[src/rtl/fp_align_ctrl.sv]
// Exponent-compare and fraction-alignment controller for the FP adder.
// Orders two operands by magnitude and right-aligns the smaller fraction with sticky.

module lrs #(
    parameter int FW = 55,
    parameter int SW = 7
) (
    input  logic [SW-1:0] as2,
    input  logic [FW-1:0] fb2,
    output logic [FW-1:0] fb3
);
    assign fb3 = fb2 >> as2;
endmodule

module fp_align_ctrl #(
    parameter int EW = 11,
    parameter int FW = 55,
    parameter int SW = 7
) (
    input  logic          clk,
    input  logic          rst_n,
    input  logic          flush,
    input  logic          in_valid,
    output logic          in_ready,
    input  logic [EW-1:0] ea,
    input  logic [EW-1:0] eb,
    input  logic [FW-1:0] fa,
    input  logic [FW-1:0] fb,
    output logic          out_valid,
    input  logic          out_ready,
    output logic [EW-1:0] e_big,
    output logic [FW-1:0] f_big,
    output logic [FW-1:0] f_small,
    output logic          sticky,
    output logic          swapped
);
    typedef enum logic [1:0] {IDLE, CMP, SHF, OUT} state_t;

    state_t        state;
    logic [EW-1:0] ea_q, eb_q, diff_q;
    logic [FW-1:0] fa_q, fb_q, f_sml_q;

    logic          a_big;
    logic          bypass;
    logic          sticky_n;
    logic [FW-1:0] shifted;
    logic [FW-1:0] mask;

    // A full tie (equal exponents and fractions) keeps operand a as the larger.
    assign a_big = (ea_q > eb_q) || ((ea_q == eb_q) && (fa_q >= fb_q));

    lrs #(.FW(FW), .SW(SW)) u_lrs (
        .as2 (diff_q[SW-1:0]),
        .fb2 (f_sml_q),
        .fb3 (shifted)
    );

    // Shifts of FW or more push every bit out, so the shifter is skipped and only the sticky survives.
    assign bypass   = (diff_q >= EW'(FW));
    assign mask     = ~({FW{1'b1}} << diff_q[SW-1:0]);
    assign sticky_n = bypass ? (|f_sml_q) : (|(f_sml_q & mask));

    // NOTE: every register here, datapath included, is reset so the outputs read 0 while rst_n is low.
    always_ff @(posedge clk or negedge rst_n) begin
        if (!rst_n) begin
            state     <= IDLE;
            in_ready  <= 1'b1;
            out_valid <= 1'b0;
            ea_q      <= '0;
            eb_q      <= '0;
            fa_q      <= '0;
            fb_q      <= '0;
            diff_q    <= '0;
            f_sml_q   <= '0;
            e_big     <= '0;
            f_big     <= '0;
            f_small   <= '0;
            sticky    <= 1'b0;
            swapped   <= 1'b0;
        end else if (flush) begin
            state     <= IDLE;
            in_ready  <= 1'b1;
            out_valid <= 1'b0;
        end else begin
            case (state)
                IDLE: begin
                    if (in_valid) begin
                        ea_q     <= ea;
                        eb_q     <= eb;
                        fa_q     <= fa;
                        fb_q     <= fb;
                        in_ready <= 1'b0;
                        state    <= CMP;
                    end
                end
                CMP: begin
                    if (a_big) begin
                        e_big   <= ea_q;
                        f_big   <= fa_q;
                        f_sml_q <= fb_q;
                        diff_q  <= ea_q - eb_q;
                        swapped <= 1'b0;
                    end else begin
                        e_big   <= eb_q;
                        f_big   <= fb_q;
                        f_sml_q <= fa_q;
                        diff_q  <= eb_q - ea_q;
                        swapped <= 1'b1;
                    end
                    state <= SHF;
                end
                SHF: begin
                    f_small   <= (bypass ? '0 : shifted) | {{(FW-1){1'b0}}, sticky_n};
                    sticky    <= sticky_n;
                    out_valid <= 1'b1;
                    state     <= OUT;
                end
                OUT: begin
                    if (out_ready) begin
                        out_valid <= 1'b0;
                        in_ready  <= 1'b1;
                        state     <= IDLE;
                    end
                end
                default: begin
                    state    <= IDLE;
                    in_ready <= 1'b1;
                end
            endcase
        end
    end
endmodule

[config.mk]
export PLATFORM = sky130hd
export DESIGN_NAME = fp_align_ctrl
export DESIGN_NICKNAME = d
export VERILOG_FILES = /design/src/rtl/fp_align_ctrl.sv
export SDC_FILE = /design/constraint.sdc
export NUM_CORES = 1
export LEC_CHECK = 0
export ABC_CLOCK_PERIOD_IN_PS = 4100
export CAP_MARGIN = 20
export CORE_MARGIN = 1.5
export CORE_UTILIZATION = 56
export CTS_CLUSTER_SIZE = 12
export DETAILED_ROUTE_END_ITERATION = 8
export PLACE_DENSITY_LB_ADDON = 0.25
export SLEW_MARGIN = 20
export SYNTH_ARGS = -nofsm -noshare
export SYNTH_HDL_FRONTEND = slang
export SYNTH_SLANG_ARGS = --single-unit
[constraint.sdc]
create_clock -name clk -period 4.1 [get_ports clk]
set_input_delay 0.82 -clock clk [delete_from_list [all_inputs] [get_ports clk]]
set_output_delay 0.82 -clock clk [all_outputs]
set_load 0.05 [all_outputs]
==> results.toml <==
[cts]
clk_pin_slew_ns = 0.06
postCtsHoldBufs = 0
clk_latency_ns = 0.52
cts_setup_buffers = 0
cts_max_level = 2
cts_sinks = 325
cts_root_buf = "clkbuf_16"
cts_tree = "yes"
cts_buffers = 35
clockBufferDepth = 3

[synthesis]
synth_edf_count = 0
async_flop_share = 1.00
synth_top_cell_area_share = 0.427
synth_top_family_by_area = "multiplexers"
synth_area_leaders = "dfrtp_1 43%, mux2_2 8.4%, nand2_1 6.0%"
avgSynthCellArea_sq_um = 9.55
synthXorXnorAreaFrac = 0.00369
syn_nets = 2207
synth_mux_area_frac = 0.192
synth_simple_gate_area_frac = 0.120
synthFlopType = "dfrtp_1"
yosysTopAreaCell = "dfrtp_1"
synth_cell_type_count = 66
synth-seq-area-share = 0.428
netlist_instances = 1988
netlist_area_sq_mm = 0.0190
ys_warn_count = 0
ys_ff_latch = 325
synth-compound-area-share = 0.153
synthAdderAreaFrac = 0.0559

[floorplanning]
core_area_sq_mm = 0.0334
fp.dieW_um = 187
rows = 67
io_pins = 262
die_y_um = 187
initial_core_util = 0.568
dieArea_sq_mm = 0.0350

[setup_path]
path_max_fanout = 40
endpoint_kind = "flip-flop"
required_ns = 4.49
cp_num_buf_inv = 3
crit_family = "simple AND/OR/NAND/NOR gates"
arrival_ns = 4.36
start_kind = "flip-flop"
crit_chain = "inv_1 -> ha_1 -> nand4_1 -> nor4_1 -> nor3b_2 -> and4_1 -> a221o_1 -> and2_4 -> buf_12 -> buf_4 -> mux2i_1 -> o21ai_0"
slowest_stage = "nor4_1"
cp.depth = 12
critPathKind = "flip-flop to flip-flop"
crit_path_max_incr_delay_ns = 0.45
reg2reg_depth = 12

[outcome]
outcome = "finished clean"

[drt]
dr.pass1.iters = 5
ant_nets = 0
drc_errors = 0
post_drt_wl_per_cell_um = 19.9
viasPerCell = 5.93
wl_mm = 53.0
drt_iter0_markers = 1231
num_vias = 15800

[timing]
timing.final.crit_share = 0.970
fin_crit_ns = 3.98
skew_ns = 0.0152
rsz0062_at_grt = "no"
setup_viol = 0
slew_headroom = 0.299
finalHoldViolCount = 0
fin_setup_tns_ns = 0
postLayoutSetupSlackWorst_ns = 0.122
slew_viol_final = 0
fmax_mhz = 251
worst-slew-pin-transition_ns = 1.05

[global_routing]
met3_usage = 0.0574
grt_max_degree = 131
grt_pass1_vias = 15700
antenna_found_initial = 0
grt_pass1_wl_mm = 85.2
overflow = 0
grt.busiest_layer = "met2"
gr-usage-met1 = 0.429
use_met2 = 0.477
track_usage = 0.304

[placement]
portBuffers = 261
dp.cells = 2609
pre_cts_slack_ns = 0.0631
post_dp_cell_area_sq_mm = 0.0221
place_congestion = 0.937
dp_hpwl_mm = 38.9

[worst_hold_path]
min_path_type = "input pin to asynchronous set/reset pin"

[layout]
synthToLayoutAreaGrowth_pct = 22.4
multi_input_area_sq_mm = 0.00999
drive_gt1_frac = 0.133
ff_latch_area_sq_mm = 0.00814
nFillCells = 2524
antenna_cells = 0
final_area_sq_mm = 0.0232
most-common-layout-cells = "321 x dfrtp_1, 305 x nand2_1, 260 x clkdlybuf4s50_1"
final_common_cell = "dfrtp_1"
fin_nets = 2417
final_cells = 2667

[job]
cap_violations = 0
==> metal layers <==
layer,wire length (um),share of wire
met1,23400,0.44
met2,24300,0.46
met3,3830,0.072
met4,1410,0.027
met5,0,0
==> per-stage QoR <==
stage | hold slack (ns) | utilization
6_report | 0.307 | 0.695
5_1_grt | 0.382 | 0.695
4_1_cts | 0.357 | 0.695
3_5_place_dp | 0.471 | 0.662
3_3_place_gp | 0.462 | 0.662
2_1_floorplan | 0.445 | -
==> repair_timing <==
| item | in CTS | in global routing |
|---|---|---|
| setup endpoints to repair | 0 | 2 |
| gates resized for setup | 0 | 1 |
| hold endpoints to repair | 0 | 0 |
==> registers in the layout, indices dropped and copies added (netlist names), 2 cells and up <==
name	count
diff_q	11
e_big	11
ea_q	11
eb_q	11
f_big	55
f_small	55
f_sml_q	55
fa_q	55
fb_q	55
state	2
==> cell type report <==
class	count	share of cell area
Multi-Input combinational cell	1436	0.430
Timing Repair Buffer	308	0.134
Tap cell	448	0.0241
Clock inverter	4	0.00183
Sequential cell	325	0.350
Clock buffer	54	0.0451
Inverter	92	0.0149
==> worst register-to-register path, stage by stage (launching register included) <==
cell     delay, ns
dfrtp_1       0.39
inv_1         0.07
ha_1          0.30
nand4_1       0.21
nor4_1        0.45
nor3b_2       0.36
and4_1        0.28
a221o_1       0.36
and2_4        0.34
buf_12        0.30
buf_4         0.28
mux2i_1       0.38
o21ai_0       0.13
==> logic make-up (layout without fill, tap and decap cells) <==
group,after synthesis,after routing
compound gates,498,498
simple gates,550,550
xor+xnor,8,8
buf+inv,227,458
fa+ha+maj,84,84
mux,296,296
flops,325,325
==> worst paths after layout <==
path | slack, ns | end | from
min | 0.31 | e_big[7] | rst_n
min reg2reg | 0.48 | diff_q[7] | diff_q[7]
min in group clk | 0.48 | diff_q[7] | diff_q[7]
max | 0.12 | f_sml_q[2] | fb_q[52]
max reg2reg | 0.12 | f_sml_q[2] | fb_q[52]
max in group asynchronous | 2.82 | f_sml_q[21] | rst_n
==> cells in the mapped netlist (26+ instances only) <==
cell type	instances
mux4_2	40
mux2_2	142
mux2i_1	114
clkbuf_1	93
inv_1	89
o21ai_0	205
nor2_1	153
a22o_1	26
dfrtp_1	324
nand2_1	306
a21oi_1	156
ha_1	80
Power is left out: the tool's default activity adds up to more than one toggle a clock period on the data nets, which glitch-free logic cannot reach.
